<file path="src/rtl/word_align_lock.sv">
// word_align_lock: comma-based byte aligner for HSST receive lanes.
// It finds a K-character comma in the raw receive word and qualifies
// its byte position with a lock/unlock hysteresis state machine.
// Data and K flags are rotated so the comma lands in byte lane 0.
// Optional build macro ALIGN_STAT_EN adds the realign_cnt statistics
// output, which counts LOCKED->HUNT transitions and saturates.
module word_align_lock #(
  parameter int unsigned BYTES      = 4,
  parameter logic [7:0]  COMMA      = 8'hBC,
  parameter int unsigned LOCK_CNT   = 4,
  parameter int unsigned UNLOCK_CNT = 3,
  localparam int unsigned SW        = $clog2(BYTES)
) (
  input  logic                 rx_clk,
  input  logic                 rst_n,
  input  logic [8*BYTES-1:0]   hsst_rxd,
  input  logic [BYTES-1:0]     hsst_rxk,
  output logic [8*BYTES-1:0]   align_rxd,
  output logic [BYTES-1:0]     align_rxk,
  output logic                 align_vld,
  output logic                 locked,
  output logic [SW-1:0]        shift
`ifdef ALIGN_STAT_EN
  ,
  output logic [15:0]          realign_cnt
`endif
);

  localparam int unsigned DW  = 8 * BYTES;
  localparam int unsigned DIW = $clog2(2 * DW);
  localparam int unsigned KIW = $clog2(2 * BYTES);
  localparam logic [3:0]  LOCK_CNT_C   = 4'(LOCK_CNT);
  localparam logic [3:0]  UNLOCK_CNT_C = 4'(UNLOCK_CNT);

  typedef enum logic [1:0] {
    ST_HUNT   = 2'd0,
    ST_VERIFY = 2'd1,
    ST_LOCKED = 2'd2
  } state_t;

  // Per-lane comma hit: K flag set and byte equals the comma value.
  function automatic logic [BYTES-1:0] lane_hits(input logic [DW-1:0]    d,
                                                 input logic [BYTES-1:0] k);
    logic [BYTES-1:0] h;
    h = {BYTES{1'b0}};
    for (int i = 0; i < BYTES; i++) begin
      h[i] = k[i] & (d[8*i +: 8] == COMMA);
    end
    return h;
  endfunction

  // Lowest hitting lane wins when several lanes carry a comma.
  function automatic logic [SW-1:0] lowest_lane(input logic [BYTES-1:0] h);
    logic [SW-1:0] p;
    p = {SW{1'b0}};
    for (int i = BYTES - 1; i >= 0; i--) begin
      if (h[i]) begin
        p = SW'(i);
      end else begin
        p = p;
      end
    end
    return p;
  endfunction

  logic [BYTES-1:0]   hit_vec_s;
  logic               hit_s;
  logic [SW-1:0]      pos_s;

  state_t             state_q, state_d;
  logic [SW-1:0]      cand_q, cand_d;
  logic [3:0]         match_cnt_q, match_cnt_d;
  logic [3:0]         err_cnt_q, err_cnt_d;
  logic [SW-1:0]      shift_q, shift_d;
  logic               locked_q, locked_d;
  logic               align_vld_q, align_vld_d;
  logic [DW-1:0]      align_rxd_q, align_rxd_d;
  logic [BYTES-1:0]   align_rxk_q, align_rxk_d;
  logic [DW-1:0]      d1_q;
  logic [BYTES-1:0]   k1_q;
  logic [2*DW-1:0]    data_cat_s;
  logic [2*BYTES-1:0] k_cat_s;
  logic [DIW-1:0]     data_idx_s;
  logic [KIW-1:0]     k_idx_s;
`ifdef ALIGN_STAT_EN
  logic [15:0]        realign_cnt_q, realign_cnt_d;
`endif

  // Comma detection on the raw word.
  always_comb begin
    hit_vec_s = lane_hits(hsst_rxd, hsst_rxk);
    hit_s     = |hit_vec_s;
    pos_s     = lowest_lane(hit_vec_s);
  end

  // Byte rotation: offset 0 passes the current word, otherwise splice delayed and current words.
  always_comb begin
    data_cat_s = {hsst_rxd, d1_q};
    k_cat_s    = {hsst_rxk, k1_q};
    data_idx_s = DIW'(shift_q) << 3'd3;
    k_idx_s    = KIW'(shift_q);
    if (shift_q == {SW{1'b0}}) begin
      align_rxd_d = hsst_rxd;
      align_rxk_d = hsst_rxk;
    end else begin
      align_rxd_d = data_cat_s[data_idx_s +: DW];
      align_rxk_d = k_cat_s[k_idx_s +: BYTES];
    end
  end

  // Lock hysteresis next-state logic; words without a comma hold everything.
  always_comb begin
    state_d     = state_q;
    cand_d      = cand_q;
    match_cnt_d = match_cnt_q;
    err_cnt_d   = err_cnt_q;
    shift_d     = shift_q;
`ifdef ALIGN_STAT_EN
    realign_cnt_d = realign_cnt_q;
`endif
    case (state_q)
      ST_HUNT: begin
        if (hit_s) begin
          cand_d      = pos_s;
          match_cnt_d = 4'd1;
          if (LOCK_CNT_C <= 4'd1) begin
            state_d   = ST_LOCKED;
            shift_d   = pos_s;
            err_cnt_d = 4'd0;
          end else begin
            state_d = ST_VERIFY;
          end
        end else begin
          state_d = ST_HUNT;
        end
      end
      ST_VERIFY: begin
        if (hit_s) begin
          if (pos_s == cand_q) begin
            if (match_cnt_q < LOCK_CNT_C) begin
              match_cnt_d = match_cnt_q + 4'd1;
            end else begin
              match_cnt_d = match_cnt_q;
            end
            if (match_cnt_d >= LOCK_CNT_C) begin
              state_d   = ST_LOCKED;
              shift_d   = cand_q;
              err_cnt_d = 4'd0;
            end else begin
              state_d = ST_VERIFY;
            end
          end else begin
            cand_d      = pos_s;
            match_cnt_d = 4'd1;
          end
        end else begin
          state_d = ST_VERIFY;
        end
      end
      ST_LOCKED: begin
        if (hit_s) begin
          if (pos_s == shift_q) begin
            err_cnt_d = 4'd0;
          end else begin
            if (err_cnt_q < UNLOCK_CNT_C) begin
              err_cnt_d = err_cnt_q + 4'd1;
            end else begin
              err_cnt_d = err_cnt_q;
            end
            if (err_cnt_d >= UNLOCK_CNT_C) begin
              state_d     = ST_HUNT;
              cand_d      = {SW{1'b0}};
              match_cnt_d = 4'd0;
              err_cnt_d   = 4'd0;
`ifdef ALIGN_STAT_EN
              if (realign_cnt_q != 16'hFFFF) begin
                realign_cnt_d = realign_cnt_q + 16'd1;
              end else begin
                realign_cnt_d = realign_cnt_q;
              end
`endif
            end else begin
              state_d = ST_LOCKED;
            end
          end
        end else begin
          state_d = ST_LOCKED;
        end
      end
      default: begin
        state_d     = ST_HUNT;
        cand_d      = {SW{1'b0}};
        match_cnt_d = 4'd0;
        err_cnt_d   = 4'd0;
      end
    endcase
    locked_d    = (state_d == ST_LOCKED);
    align_vld_d = locked_q;
  end

  // State, counters, delay line and registered outputs.
  always_ff @(posedge rx_clk or negedge rst_n) begin
    if (!rst_n) begin
      state_q     <= ST_HUNT;
      cand_q      <= {SW{1'b0}};
      match_cnt_q <= 4'd0;
      err_cnt_q   <= 4'd0;
      shift_q     <= {SW{1'b0}};
      locked_q    <= 1'b0;
      align_vld_q <= 1'b0;
      align_rxd_q <= {DW{1'b0}};
      align_rxk_q <= {BYTES{1'b0}};
      d1_q        <= {DW{1'b0}};
      k1_q        <= {BYTES{1'b0}};
`ifdef ALIGN_STAT_EN
      realign_cnt_q <= 16'd0;
`endif
    end else begin
      state_q     <= state_d;
      cand_q      <= cand_d;
      match_cnt_q <= match_cnt_d;
      err_cnt_q   <= err_cnt_d;
      shift_q     <= shift_d;
      locked_q    <= locked_d;
      align_vld_q <= align_vld_d;
      align_rxd_q <= align_rxd_d;
      align_rxk_q <= align_rxk_d;
      d1_q        <= hsst_rxd;
      k1_q        <= hsst_rxk;
`ifdef ALIGN_STAT_EN
      realign_cnt_q <= realign_cnt_d;
`endif
    end
  end

  assign align_rxd = align_rxd_q;
  assign align_rxk = align_rxk_q;
  assign align_vld = align_vld_q;
  assign locked    = locked_q;
  assign shift     = shift_q;
`ifdef ALIGN_STAT_EN
  assign realign_cnt = realign_cnt_q;
`endif

endmodule
</file>
<file path="config.mk">
export PLATFORM = sky130hd
export DESIGN_NAME = word_align_lock
export DESIGN_NICKNAME = d
export VERILOG_FILES = /design/src/rtl/word_align_lock.sv
export SDC_FILE = /design/constraint.sdc
export NUM_CORES = 1
export LEC_CHECK = 0
export ABC_AREA = 1
export CORE_MARGIN = 3
export CORE_UTILIZATION = 40
export DETAILED_ROUTE_END_ITERATION = 16
export GPL_TIMING_DRIVEN = 0
export PLACE_DENSITY = 0.64
export REMOVE_ABC_BUFFERS = 1
export SLEW_MARGIN = 10
export SYNTH_ARGS = -nofsm -noshare
export SYNTH_HDL_FRONTEND = slang
export SYNTH_SLANG_ARGS = --single-unit
</file>
<file path="constraint.sdc">
create_clock -name rx_clk -period 2.4 [get_ports rx_clk]
set_input_delay 0.36 -clock rx_clk [delete_from_list [all_inputs] [get_ports rx_clk]]
set_output_delay 0.36 -clock rx_clk [all_outputs]
set_load 0.01 [all_outputs]
</file>
==> flow_summary.ini <==
[outcome]
status = finished clean

[synthesis]
synth.avg_cell_area_sq_um = 8.91
ys_warn_count = 0
synth_cell_types = 35
netlist.area_leader.share_pct = 53.2
synth_top_area_cell = dfrtp_1
synth_cells = 417
syn_area_sq_um = 3710
yosys-top-cells-area = dfrtp_1 (53%), o21ai_0 (8.8%), nand2_1 (6.7%)
synth-seq-cells = 79
synth_seq_area_share_pct = 53.2

[drt]
detail_route.wl_per_cell_microns = 14.2
drt-total-wl_mm = 8.54
via_per_inst = 5.17
first_pass_iters = 4
num_vias = 3106
drt_iter0_drc = 120
ant_nets = 0
drc = 0

[clocking]
htreeDepth = 3
insertion_delay_ns = 0.35
postCtsSetupBuffers = 0
cts_root_buffer = clkbuf_8
clkTransAtPathRegs_ns = 0.08
clockBufferDepth = 2
cts.sinks = 79
cts_tree = built
cts_made_buffers = 9

[setup_path]
cpPeakStageDelay_ns = 0.61
critPathKind = flop to output port
cp-end-kind = output port
crit_slowest_cell = dfrtp_2
critPathRequiredTime_ns = 2.04
start_kind = flop
crit_chain = buf_12 > clkdlybuf4s50_1
crit_arrival_ns = 1.78
path_delay_family = buffers and inverters
cp_max_fo = 41
critPathBufInv = 2

[power]
p_int_uw = 2390
power_frac_comb_pct = 13.9
power_leakage_uw = 0.00211
ir_drop_uv = 251
seq_power_share_pct = 47.2
p_sw_uw = 768
power-per-cell-area_nw_per_um2 = 651
clkPwrFrac_pct = 39.0
p_sw_share_pct = 24.3

[layout]
multiInputGateArea_sq_um = 1530
diodes = 0
mostFrequentLayoutCell = dfrtp_1
drive_gt1_share_pct = 11.4
area_growth_pct = 30.8
fin_nets = 528
layout_common_cells = dfrtp_1 (77), clkdlybuf4s50_1 (76), nand2_1 (66)
num-fill-cells = 812
seqCellArea_sq_um = 1980

[global_routing]
track_usage_pct = 17.7
antenna_found_initial = 0
grt_pass1_wl_mm = 14.5
use_met3_pct = 3.75
grtUsageMet1_pct = 24.1
grt_max_degree = 65
grt-ovfl-total = 0
grt_pass1_vias = 2981
grt.busiest_layer = met2
use_met2_pct = 27.8

[sta]
final_hold_viol_count = 0
fmax_ghz = 0.467
final.period_utilization_pct = 89.2
skew_ns = 0.00868
tns_ns = 0
timing.hold.ws_ns = 0.380
worst_slew_pin_slew_ns = 0.793
setup_viol = 0
rsz0062_at_grt = false
drv_slew = 0
period_needed_ns = 2.14
relSlewSlack_pct = 47.1

[floorplanning]
fp.dieH_microns = 102
start_util_pct = 42.0
std_cell_rows = 34
num_io_pins = 78
die_w_microns = 102
fp.coreArea_sq_um = 8850
dieArea_sq_um = 10500

[hold_path]
hp-class = flop to flop

[job]
maxCapViolCount = 0

[placement]
io_buffers = 77
hpwl_mm = 6.04
gp_congestion = 0.828
final cells by class:
| class | count | share of cell area, % |
|---|---|---|
| clock buffer | 11 | 3.12 |
| clock inverter | 5 | 2.14 |
| inverter | 34 | 2.68 |
| multi-input combinational | 284 | 31.5 |
| sequential | 79 | 40.7 |
| tap | 108 | 2.78 |
| timing repair buffer | 80 | 17.0 |
power by group through the flow:
stage,Combinational [uW],Clock (uW),Sequential (uW)
global route,500,1330,1500
floorplan,197,0,1520
global placement,428,0,1510
detailed placement,441,0,1520
finish,439,1230,1490
CTS,444,1260,1490
cells by family (layout without fill, tap and decap cells):
| kind of cell | Yosys count | after routing | synth area share, % |
|---|---|---|---|
| AO/OA/AOI/OAI | 125 | 125 | 18.9 |
| buffers and inverters | 54 | 130 | 5.49 |
| multiplexers | 2 | 2 | 0.573 |
| adder cells (fa/ha/maj) | 2 | 2 | 0.674 |
| XOR/XNOR | 4 | 4 | 1.95 |
| flip-flops | 79 | 79 | 53.2 |
| AND/OR/NAND/NOR | 151 | 151 | 19.1 |
stage by stage:
stage / setup slack, ns / cell area (sq um) / total power [uW] / instances / utilization [%]
2_1_floorplan: -0.880 / 3640 / 1720 / 397 / -
3_3_place_gp: -1.82 / 4540 / 1940 / 582 / 51.3
3_5_place_dp: 0.0122 / 4590 / 1960 / 584 / 51.9
4_1_cts: 0.190 / 4860 / 3200 / 601 / 54.9
5_1_grt: 0.174 / 4860 / 3330 / 601 / 54.9
6_report: 0.259 / 4860 / 3160 / 601 / 54.9
repair_timing:
action                                  CTS  global route
hold endpoints to repair                 25             0
hold buffers                              1             0
resized for setup                         1             1
endpoints found under the setup margin    1             5
flip-flops by register name, indices dropped and copies added (netlist names):
| register | cells |
|---|---|
| align_rxd | 32 |
| align_rxk | 4 |
| align_vld | 1 |
| cand_q | 2 |
| d1_q | 24 |
| err_cnt_q | 4 |
| k1_q | 3 |
| locked | 1 |
| match_cnt_q | 4 |
| shift | 2 |
| state_q | 2 |
worst paths after layout:
check,from,to,slack (ns),cells after the start
worst min register to register,locked,align_vld,0.38,0
max in group asynchronous,rst_n,shift[0],1.34,3
worst max-delay path,shift[0],shift[0],0.26,2
min in group asynchronous,rst_n,align_rxd[23],0.46,2
worst min-delay path,locked,align_vld,0.38,0
worst max register to register,shift[1],cand_q[1],0.36,9
worst reg2reg max path, delay by kind of cell (launching register included):
kind,cells,cell delay [ns]
DFF,1,0.69
and+or+nand+nor,8,0.79
buffers and inverters,1,0.46
per-layer routing:
metal	vias to the layer above	share of wire (%)
met5	-	0
met4	0	1.7
met3	12	5.4
met2	93	47
met1	1459	46
li1	1542	-
synth_stat cells:
master,n
dfrtp_1,79
nand2_1,66
o21ai_0,65
nor2_1,38
inv_1,32
a21oi_1,25
o211ai_1,23
clkbuf_1,17
or2_2,13
nand3_1,12
o21ai_1,5
nand2_2,4
nand2_4,3
nand3_2,3
nand3b_1,3
o31ai_1,3
buf_1,2
ha_1,2
nand4_1,2
nor2_2,2
nor3_1,2
xor2_1,2
xor2_4,2
a21oi_2,1
a41oi_1,1
buf_2,1
clkinv_1,1
inv_2,1
mux2_2,1
mux2i_1,1
nand3b_2,1
nor2_4,1
nor3_2,1
o21ai_2,1
o22ai_1,1
(Power assumes the default switching activity.)
